`config.mk`:
```
export PLATFORM = sky130hd
export DESIGN_NAME = stickit_decode
export DESIGN_NICKNAME = d
export VERILOG_FILES = /design/src/rtl/stickit_decode.sv
export SDC_FILE = /design/constraint.sdc
export NUM_CORES = 1
export LEC_CHECK = 0
export CELL_PAD_IN_SITES_DETAIL_PLACEMENT = 0
export CELL_PAD_IN_SITES_GLOBAL_PLACEMENT = 1
export CORE_ASPECT_RATIO = 1.25
export CORE_UTILIZATION = 40
export CTS_CLUSTER_SIZE = 8
export DETAILED_ROUTE_END_ITERATION = 7
export GPL_TIMING_DRIVEN = 0
export PLACE_DENSITY = 0.8
export SLEW_MARGIN = 40
export SYNTH_ARGS = -nofsm -noshare
export SYNTH_HDL_FRONTEND = slang
export SYNTH_SLANG_ARGS = --single-unit
```
`constraint.sdc`:
```
create_clock -name CLK -period 6.7 [get_ports CLK]
set_clock_uncertainty 0.05 [all_clocks]
set_input_delay 0.67 -clock CLK [delete_from_list [all_inputs] [get_ports CLK]]
set_output_delay 0.67 -clock CLK [all_outputs]
set_load 0.02 [all_outputs]
```
`src/rtl/stickit_decode.sv`:
```
// stickit_decode
//   Snoops an 8-line charlieplexed 7-segment scan bus and rebuilds the
//   eight displayed hex digits. A digit is shown when exactly one line is
//   driven high (the select line); the remaining seven lines, in
//   ascending order, carry segments a..g as driven-low (lit) or Z (dark).
//
// Ports
//   CLK      in   1  sample clock, same domain as the scan driver
//   RESET_N  in   1  asynchronous active-low reset
//   S_OE     in   8  per-line drive enable (0 = line is Z)
//   S_IN     in   8  per-line driven level, meaningful where S_OE=1
//   VALUE    out 32  last complete frame, digit k at VALUE[4k+3:4k]
//   VALID    out  1  one-cycle pulse when VALUE updates
//   ERROR    out  1  one-cycle pulse when a frame is discarded
//   LOCKED   out  1  set by a good frame, cleared by error/timeout/reset
module stickit_decode #(
   parameter int unsigned TIMEOUT_CYCLES = 1024
) (
   input  logic        CLK,
   input  logic        RESET_N,
   input  logic [7:0]  S_OE,
   input  logic [7:0]  S_IN,
   output logic [31:0] VALUE,
   output logic        VALID,
   output logic        ERROR,
   output logic        LOCKED
);

   localparam int unsigned IDLE_W = $clog2(TIMEOUT_CYCLES + 1);
   localparam logic [IDLE_W-1:0] IDLE_LAST = IDLE_W'(TIMEOUT_CYCLES - 1);

   typedef enum logic {
      HUNT,
      COLLECT
   } state_t;

   state_t            state_q;
   logic [7:0]        oe_q;
   logic [7:0]        in_q;
   logic [2:0]        e_q;
   logic [3:0]        shadow_q [8];
   logic [IDLE_W-1:0] idle_q;
   logic [31:0]       value_q;
   logic              valid_q;
   logic              error_q;
   logic              locked_q;

   // bus decode of the registered sample
   logic [7:0] high;
   logic [7:0] low;
   logic       blank;
   logic       one_hot;
   logic       bus_err;
   logic [2:0] sel_k;
   logic [2:0] line;
   logic [6:0] seg;
   logic [3:0] nib;
   logic       code_ok;

   always_comb begin
      high    = oe_q & in_q;
      low     = oe_q & ~in_q;
      blank   = (high == '0);
      // clearing the lowest set bit leaves zero only for a single HIGH line
      one_hot = !blank && ((high & (high - 8'd1)) == '0);
      bus_err = !blank && !one_hot;

      sel_k = '0;
      for (int unsigned i = 0; i < 8; i++) begin
         if (high[i]) sel_k = 3'(i);
      end

      // segment j lives on line j below the select line, line j+1 above it
      seg  = '0;
      line = '0;
      for (int unsigned j = 0; j < 7; j++) begin
         line   = (3'(j) >= sel_k) ? 3'(j + 1) : 3'(j);
         seg[j] = low[line];
      end

      code_ok = 1'b1;
      nib     = '0;
      case (seg)
         7'h3F: nib = 4'h0;
         7'h06: nib = 4'h1;
         7'h5B: nib = 4'h2;
         7'h4F: nib = 4'h3;
         7'h66: nib = 4'h4;
         7'h6D: nib = 4'h5;
         7'h7D: nib = 4'h6;
         7'h07: nib = 4'h7;
         7'h7F: nib = 4'h8;
         7'h6F: nib = 4'h9;
         7'h77: nib = 4'hA;
         7'h7C: nib = 4'hB;
         7'h39: nib = 4'hC;
         7'h5E: nib = 4'hD;
         7'h79: nib = 4'hE;
         7'h71: nib = 4'hF;
         default: code_ok = 1'b0;
      endcase
   end

   // frame decisions, only acted on in COLLECT
   logic sample;
   logic in_order;
   logic repeat_ok;
   logic abort;

   always_comb begin
      sample    = one_hot && code_ok;
      in_order  = sample && (sel_k == e_q);
      repeat_ok = sample && (sel_k == e_q - 3'd1);
      abort     = bus_err
               || (one_hot && !code_ok)
               || (sample && !in_order && !repeat_ok)
               || (blank && (idle_q == IDLE_LAST));
   end

   always_ff @(posedge CLK or negedge RESET_N) begin
      if (!RESET_N) begin
         oe_q     <= '0;
         in_q     <= '0;
         state_q  <= HUNT;
         e_q      <= '0;
         idle_q   <= '0;
         value_q  <= '0;
         valid_q  <= 1'b0;
         error_q  <= 1'b0;
         locked_q <= 1'b0;
         for (int unsigned i = 0; i < 8; i++) begin
            shadow_q[i] <= '0;
         end
      end else begin
         oe_q    <= S_OE;
         in_q    <= S_IN;
         valid_q <= 1'b0;
         error_q <= 1'b0;

         unique case (state_q)
            HUNT: begin
               idle_q <= '0;
               e_q    <= '0;
               // anything other than a clean digit 0 is silently skipped
               if (sample && (sel_k == 3'd0)) begin
                  shadow_q[0] <= nib;
                  e_q         <= 3'd1;
                  state_q     <= COLLECT;
               end
            end

            COLLECT: begin
               if (abort) begin
                  error_q  <= 1'b1;
                  locked_q <= 1'b0;
                  state_q  <= HUNT;
                  e_q      <= '0;
                  idle_q   <= '0;
               end else if (in_order) begin
                  idle_q          <= '0;
                  shadow_q[sel_k] <= nib;
                  if (e_q == 3'd7) begin
                     value_q  <= {nib, shadow_q[6], shadow_q[5], shadow_q[4],
                                  shadow_q[3], shadow_q[2], shadow_q[1], shadow_q[0]};
                     valid_q  <= 1'b1;
                     locked_q <= 1'b1;
                     state_q  <= HUNT;
                     e_q      <= '0;
                  end else begin
                     e_q <= e_q + 3'd1;
                  end
               end else if (repeat_ok) begin
                  // slow scan shows the previous digit again
                  idle_q          <= '0;
                  shadow_q[sel_k] <= nib;
               end else if (idle_q != '1) begin
                  idle_q <= idle_q + 1'b1;
               end
            end

            default: state_q <= HUNT;
         endcase
      end
   end

   assign VALUE  = value_q;
   assign VALID  = valid_q;
   assign ERROR  = error_q;
   assign LOCKED = locked_q;

endmodule

```
==> impl_metrics.csv <==
group,metric,value,unit
run_status,status,"finished with violations",
run_status,failed_checks,"design-rule violations",
power,leakage,2.56,nW
clock_network,cts.clk_slew.worst_paths,0.07,ns
floorplan,ios,53,
clock_network,cts_resized,0,
global_route,grt_usage,16.8,%
global_route,antenna_found_initial,0,
floorplan,coreArea,0.0112,mm²
yosys,syn_avg_cell_area,11.6,µm²
yosys,synth_seq_area_share,50.6,%
global_route,grt_max_degree,63,
timing,fin_tns_setup,0,ns
clock_network,cts_tree,"done",
yosys,syn_area,0.00465,mm²
cells_and_area,multi_input_area,0.00217,mm²
floorplan,dieHeight,123,µm
route,drc,6,
worst_setup_path,worst_setup_path_end_kind,"flop",
worst_hold_path,holdCritPathClass,"input port to asynchronous set/reset pin",
timing,min_period,3.73,ns
worst_setup_path,r2r_slack,2.97,ns
route,drt_pre_antenna_iters,8,
cells_and_area,drive_gt1_share,21.4,%
power,ir_drop,0.108,mV
placed_design,portBuffers,52,
global_route,grt-ovfl-total,0,
worst_setup_path,timing.rr.end,"shadow_q[20]$_DFFE_PN0P_",
timing,hold_viol_final,0,
route,ant_nets,0,
route,wl_per_cell,15.4,µm
timing,rsz0062_at_grt,"no",
floorplan,rows,43,
clock_network,cts_setup_buffers,0,
floorplan,start_util,41.5,%
cells_and_area,diodes,0,
yosys,syn_inst,399,
timing,final-setup-viol-count,0,
timing,fmax,268,MHz
timing,holdWs,0.156,ns
cells_and_area,final_cell_area,0.00567,mm²
global_route,grt_first_pass_wirelength,15.8,mm
route,viasPerCell,5.49,
clock_network,postCtsHoldBufs,0,
cells_and_area,ff_latch_area,0.00235,mm²
placed_design,placed_area,0.00537,mm²
worst_setup_path,crit_end,"shadow_q[20]$_DFFE_PN0P_",
clock_network,clkLatencyLatePin,0.34,ns
placed_design,place_inst,587,
route,drt-total-wl,9.26,mm
clock_network,cts_buffers,9,
cells_and_area,area_growth,22.0,%
worst_setup_path,r2r-start,"oe_q[4]$_DFF_PN0_",
worst_setup_path,worstPathRequired,6.88,ns
power,power_density,214,mW/mm²
worst_setup_path,startpoint,"oe_q[4]$_DFF_PN0_",
clock_network,clk_path_buf_depth,2,
worst_setup_path,crit_arrival,3.91,ns
worst_setup_path,critPathKind,"flop to flop",
yosys,ys_async_sr_fraction,100,%
floorplan,die_x,98.4,µm
worst_setup_path,path_max_fanout,10,
yosys,synth-main-ff-cell,"dfrtp_1",
placed_design,pre_cts_slack,2.98,ns
global_route,grt_pass1_vias,3263,
route,drt_iter0_drc,196,
clock_network,root_buffer,"clkbuf_16",
timing,slew_headroom,45.1,%
worst_setup_path,r2r_cells,10,
timing,period_share,55.7,%
yosys,synth_edf_count,0,
clock_network,clkSinkCount,94,
yosys,syn-num-nets,421,
yosys,synth_warnings,0,
timing,timing.final.ws_setup,2.97,ns
cells_and_area,nFillCells,1010,
route,num_vias,3310,
clock_network,ctsHtreeMaxLevel,3,
cells_and_area,fin_nets,485,
placed_design,dp_hpwl,6.88,mm
placed_design,gp_congestion,0.853,
yosys,synth_seq_cells,94,
timing,drv_slew,0,
yosys,synth_cell_types,69,
floorplan,die_area,0.0121,mm²
worst_setup_path,cp-start-kind,"flop",
cells_and_area,layoutNonFillerInstCount,603,
timing,worst_pin_slew,0.820,ns
flow_run,cap_violations,0,
[flip-flops by register name, indices dropped and copies added, names as in the netlist, 3 cells and up]
| signal | cells |
|---|---|
| e_q | 3 |
| oe_q | 8 |
| idle_q | 11 |
| in_q | 8 |
| VALUE | 32 |
| shadow_q | 28 |
[per-stage QoR]
stage	total power, mW	util [%]
final	1.22	50.7
after detailed placement	0.707	47.9
after floorplan	0.664	-
after CTS	1.23	50.7
after global routing	1.26	50.7
after global placement	0.704	47.7
[cell families after synthesis]
logic type / after synthesis / synth area share, %
AND/OR/NAND/NOR: 114 / 13.6
flip-flops: 94 / 50.6
AO/OA/AOI/OAI: 83 / 13.5
multiplexers: 62 / 15.6
buffers and inverters: 27 / 2.67
XOR/XNOR: 14 / 2.64
adder cells (fa/ha/maj): 5 / 1.32
[placed cells by master, fill, tap and decap left out, types with 8 or more instances in the layout]
master           count
a21oi_1             19
mux2_4               8
nor2_1              19
buf_2                9
o21ai_0             12
nand2_1             40
nand3_1              8
mux2_2              47
inv_1               11
clkbuf_16            9
dfrtp_1             94
clkdlybuf4s50_1     51
xor2_1               8
[critical path, stage by stage (launching register included)]
cell	delay [ns]
dfrtp_1	0.37
buf_2	0.18
a22oi_1	0.40
a311oi_1	0.19
a31oi_1	0.57
nand4_1	0.19
a21boi_0	0.36
a2111oi_4	0.13
nor3b_4	0.39
nor4b_4	0.42
mux2_2	0.38
[power breakdown]
| group | leakage [nW] | switching [mW] | internal [mW] | total, mW |
|---|---|---|---|---|
| clock network | 0.150 | 0.224 | 0.296 | 0.520 |
| logic | 1.14 | 0.0705 | 0.0435 | 0.114 |
| registers | 1.28 | 0.00734 | 0.575 | 0.582 |
[cell usage after synthesis (5+ instances only)]
| master | number | area (µm²) |
|---|---|---|
| dfrtp_1 | 94 | 2350 |
| mux2_2 | 47 | 529 |
| nand2_1 | 40 | 150 |
| a21oi_1 | 19 | 95.1 |
| nor2_1 | 19 | 71.3 |
| o21ai_0 | 12 | 60.1 |
| inv_1 | 11 | 41.3 |
| buf_2 | 9 | 45.0 |
| mux2_4 | 8 | 120 |
| nand3_1 | 8 | 40.0 |
| xor2_1 | 8 | 70.1 |
| nand2b_1 | 6 | 37.5 |
| nand4_1 | 6 | 37.5 |
| nor3_1 | 6 | 30.0 |
| xnor2_1 | 6 | 52.6 |
| a31oi_1 | 5 | 31.3 |
| and3_1 | 5 | 31.3 |
| clkbuf_1 | 5 | 18.8 |
[cell type report]
| class | count | share of cell area (%) |
|---|---|---|
| Multi-Input combinational cell | 278 | 38.3 |
| Clock buffer | 10 | 4.04 |
| Timing Repair Buffer | 53 | 9.69 |
| Sequential cell | 94 | 41.5 |
| Buffer | 16 | 1.46 |
| Tap cell | 135 | 2.98 |
| Clock inverter | 6 | 1.35 |
| Inverter | 11 | 0.728 |
[worst min-delay path by stage]
stage | from | endpoint | slack, ns
final | RESET_N | VALUE[22]$_DFFE_PN0P_ | 0.16
after CTS | RESET_N | shadow_q[12]$_DFFE_PN0P_ | 0.16
after global routing | RESET_N | VALUE[22]$_DFFE_PN0P_ | 0.17
after floorplan | RESET_N | ERROR$_DFF_PN0_ | 0.32
after global placement | shadow_q[23]$_DFFE_PN0P_ | shadow_q[23]$_DFFE_PN0P_ | 0.41
after detailed placement | shadow_q[23]$_DFFE_PN0P_ | shadow_q[23]$_DFFE_PN0P_ | 0.43
[metal layers]
| metal | global-route usage (%) | routed length (µm) | vias up |
|---|---|---|---|
| li1 | - | - | 1582 |
| met1 | 20.6 | 4060 | 1622 |
| met2 | 28.2 | 4630 | 90 |
| met3 | 4.38 | 376 | 16 |
| met4 | 6.62 | 192 | 0 |
| met5 | 0 | 0 | - |
Power figures use the tool's default switching activity.
==> RTL change 1, RTL diff (same settings) <==
Put one more register stage on the output `ERROR`, with the module's reset. The value now appears one clock later. The other outputs are not delayed to match. Comments in the files are not updated.
--- a/src/rtl/stickit_decode.sv
+++ b/src/rtl/stickit_decode.sv
@@ -187,3 +187,9 @@
    assign VALID  = valid_q;
-   assign ERROR  = error_q;
+   always_ff @(posedge CLK or negedge RESET_N) begin
+      if (!RESET_N) begin
+         ERROR <= '0;
+      end else begin
+         ERROR <= error_q;
+      end
+   end
    assign LOCKED = locked_q;
Formal check against the unedited RTL: not equivalent (Yosys sat finds a counterexample within 4 cycles, from zero or initial values and one cycle with RESET_N low).
==> RTL change 1 against the original RTL <==
The flow still finishes with violations (design-rule violations); design area increased by 0.71%; sequential cell count increased by 1; power increased by 2.6%; synthesized area increased by 0.54%; wire length increased by 1.6%; setup slack improved by 13 ps; sequential share of layout area increased by 0.15 points; die area increased by 0.53%.
==> RTL change 1: results (changes against the original RTL) <==
Parameter                              Value

Synth
  Mean Syn Cell Area    11.7 µm² (+0.29%)
  Share of the synthesized area in compound gates (AO/OA/AOI/OAI)    13.5% (-0.073 points)
  Mux share of post-synthesis cell area    15.5% (-0.084 points)
  Syn_nets    422 (+0.24%)
  Synth Area in Adders    1.31% (-0.0071 points)
  Post-synthesis share of cell area spent on xor and xnor gates    2.62% (-0.014 points)
  Synth cell count leaders    sky130_fd_sc_hd__dfrtp_1, sky130_fd_sc_hd__mux2_2, sky130_fd_sc_hd__nand2_1, sky130_fd_sc_hd__a21oi_1, sky130_fd_sc_hd__nor2_1

Critical path
  Cell type of the slowest stage on the worst timing path    sky130_fd_sc_hd__o21bai_1

GRT
  Met1 demand-to-capacity share in global routing    21.2% (+0.53 points)
  Overall Global Routing Usage    16.9% (+0.14 points)
  Via count of the first global-routing pass    3213 (-1.5%)

Detailed routing
  Pre-antenna DRT Iters    6 (-2)
  Routed Wire Length    9.41 mm (+1.6%)
  DRC violation count after routing    1 (-5)
  Metal-1 WL    4.25 mm (+4.6%)
  Metal3 WL    269 µm (-28%)
  Detailed-route vias per instance    5.41 (-1.5%)
  Wire length on met2    4.73 mm (+2.1%)
  Drt first-iter violations    222 (+13%)

Place
  Post-placement cell count    588 (+0.17%)
  Dpl cell area    5390 µm² (+0.47%)
  Placed wire-length estimate after detailed placement    6.89 mm (+0.20%)

Layout
  Share of final-layout standard cells stronger than drive strength 1    21.5% (+0.17 points)
  Final instance count without filler cells    604 (+0.17%)
  Signal buf overhead    11.1% (-0.078 points)
  Fraction of area in clock buffers and inverters    5.61% (+0.23 points)
  Non-Filler Cell Area, Final    5710 µm² (+0.71%)

Status
  Failing checks    design-rule violations
  Result of the run    finished with violations

STA
  Remaining max-slew budget at the tightest pin    43.0% (-2.2 points)

Power
  Leakage component of the power    2.58 nW (+0.84%)
[RTL change 1: worst paths after layout]
path / startpoint / end / slack (ps) / cells after the start
min: RESET_N / VALUE[21]$_DFFE_PN0P_ / 170 / 1
max: oe_q[4]$_DFF_PN0_ / shadow_q[20]$_DFFE_PN0P_ / 2980 / 10
max reg2reg: oe_q[4]$_DFF_PN0_ / shadow_q[20]$_DFFE_PN0P_ / 2980 / 10
min reg2reg: error_q$_DFF_PN0_ / ERROR$_DFF_PN0_ / 300 / 0
min in group CLK: error_q$_DFF_PN0_ / ERROR$_DFF_PN0_ / 300 / 0
max in group asynchronous: RESET_N / VALUE[8]$_DFFE_PN0P_ / 5850 / 2
[RTL change 1: power by group]
part | leakage, nW | switching (W) | internal, W
combinational | 1.14 | 0.0000707 | 0.0000436
clock | 0.157 | 0.000243 | 0.000301
sequential | 1.29 | 0.00000759 | 0.000581
==> RTL change 2, RTL diff (same flow settings) <==
Made on the original files. Change the parameter `TIMEOUT_CYCLES` from 1024 to 4096.
--- a/src/rtl/stickit_decode.sv
+++ b/src/rtl/stickit_decode.sv
@@ -16,3 +16,3 @@
 module stickit_decode #(
-   parameter int unsigned TIMEOUT_CYCLES = 1024
+   parameter int unsigned TIMEOUT_CYCLES = 4096
 ) (
Check against the original RTL: same outputs for any inputs over 10 cycles, from zero or initial values and one cycle with RESET_N low; that may be too few to reach the edited logic, so the function may still have changed.
==> RTL change 2 against the original RTL <==
The flow still finishes with violations (design-rule violations); setup slack better by 70 ps; synthesized area down 1.3%; die area decreased by 1.3%; wire length increased by 11%; largest cell class unchanged; design area decreased by 0.86%; maximum frequency grew 1.9%; clock power is 3% higher; power grew 0.50%; sequential cell count grew 2.
==> RTL change 2: results (changes against the original RTL) <==
Parameter                              Value

Place
  Placed wire-length estimate after detailed placement    7.45 mm (+8.4%)
  Worst Setup Slack post-DPL    3040 ps (+58.7 ps)
  Post-placement cell count    577 (-1.7%)
  Final weighted congestion of routability-driven global placement    0.880 (+3.2%)
  Dpl cell area    5310 µm² (-0.98%)
  Count of input and output buffers    52 (unchanged)

Synth
  Share of synthesized flip-flops with an asynchronous set or reset    100% (unchanged)
  Synth unique cells    62 (-10%)
  Synth cell count leaders    sky130_fd_sc_hd__dfrtp_1, sky130_fd_sc_hd__mux2_2, sky130_fd_sc_hd__nor2_1, sky130_fd_sc_hd__nand2_1, sky130_fd_sc_hd__a21oi_1
  Sequential share of the synthesized area    52.4% (+1.8 points)
  Syn_nets    410 (-2.6%)
  Count of synthesis-stage warnings from yosys    0 (unchanged)
  Cell types with the largest area share after synthesis    sky130_fd_sc_hd__dfrtp_1, sky130_fd_sc_hd__mux2_2, sky130_fd_sc_hd__nor2_1
  Post-Syn Instances    388 (-2.8%)

CTS
  Post-CTS Resized    0 (unchanged)
  Clock Path Buffers    2 (unchanged)
  Number of buffers created by CTS    9 (unchanged)
  Clock root buffer    sky130_fd_sc_hd__clkbuf_16
  Post-CTS repair timing setup buffer count    0 (unchanged)
  Clock edge transition at the registers on the reported setup and hold paths    70 ps (about the same)
  CTS H-tree lvls    3 (unchanged)
  Source-to-sink clock delay at the later pin of the worst-skew pair    350 ps

Critical path
  CP Launch Type    flip-flop
  Cell type of the slowest stage on the worst timing path    sky130_fd_sc_hd__o22ai_1
  CP max stage delay    510 ps (-60 ps)
  Worst path arrival time    3840 ps (-70 ps)
  Largest driver fanout on the critical path    10 (unchanged)
  Critical R2R Launch    oe_q[6]$_DFF_PN0_

Hold path
  Worst Hold Class    in -> async

GRT
  Initial antenna violation count    0 (unchanged)
  Overall Global Routing Usage    18.8% (+2.1 points)
  Via count of the first global-routing pass    3393 (+4.0%)
  Global-route wire length before repair    17.3 mm (+9.2%)
  Largest net degree at the start of global routing    60 (-4.8%)

Power
  Leakage component of the power    2.50 nW (-2.4%)
  Maximum vdd ir drop    0.000139 V (+29%)

Status
  Result of the run    finished with violations
  Failing checks    design-rule violations

Detailed routing
  Vias    3293 (-0.51%)
  Pre-antenna DRT Iters    6 (-2)
  Routed Wire Length    10.3 mm (+11%)
  Detail-routed net length per standard cell    17.3 µm (+13%)
  Drt first-iter violations    194 (-1.0%)
  DRC violation count after routing    2 (-4)

Layout
  Share of final-layout standard cells stronger than drive strength 1    22.9% (+1.6 points)
  # nets final    475 (-2.1%)
  Number of flip-flops in the largest register    32 (unchanged)
  N_diodes    0 (unchanged)

STA
  Transition time of the tightest slew-check pin    725 ps (-94.2 ps)
RTL change 2: cell types whose count changed in the layout (fill, tap and decap cells not counted), sizes merged, moves of 6 or more:
cell	delta
nand2	-18
o21ai	-8
nor2	+12
nor3	+7
a21oi	-6
RTL change 2: power breakdown:
group          internal (W)  switching (W)
clock network      0.000297       0.000239
registers          0.000584     0.00000604
logic             0.0000347      0.0000611
total              0.000916       0.000306
RTL change 2: cells by family after synthesis:
kind of cell | Yosys count | synth area share [%]
mux | 64 | 15.9
compound gates | 71 | 12.4
simple gates | 116 | 13.1
buf+inv | 24 | 2.62
fa+ha+maj | 4 | 1.09
xor+xnor | 13 | 2.48
flops | 96 | 52.4
RTL change 2: worst paths after layout:
kind                                       endpoint  slack, ps  cells past startpoint
max                        shadow_q[19]$_DFFE_PN0P_       3040                     11
min                           VALUE[17]$_DFFE_PN0P_        160                      1
max reg2reg                shadow_q[19]$_DFFE_PN0P_       3040                     11
min reg2reg                    VALUE[3]$_DFFE_PN0P_        450                      1
max in group asynchronous         oe_q[5]$_DFF_PN0_       5830                      2
min in group CLK               VALUE[3]$_DFFE_PN0P_        450                      1
RTL change 2: per-layer routing:
metal  vias to the layer above  track usage, %  wire length (µm)
met3                        21            3.73               286
met1                      1661            22.5              4470
met4                         0            8.05               242
li1                       1554               -                 -
met5                         -               0                 0
met2                        57            33.1              5270
RTL change 2: cell type report:
type,count,area (µm²)
buffer,14,82.6
clock buffer,9,225
clock inverter,7,83.8
fill,1008,5520
inverter,10,37.5
multi-input combinational,268,2060
sequential,96,2400
tap,135,169
timing repair buffer,54,557
RTL change 2: critical path: cells and delay by family (launching register included):
kind                   cells  cell delay [ps]
and+or+nand+nor            2              640
muxes                      1              400
AOI/OAI and AO/OA          5             1400
DFF                        1              360
buffers and inverters      3              700
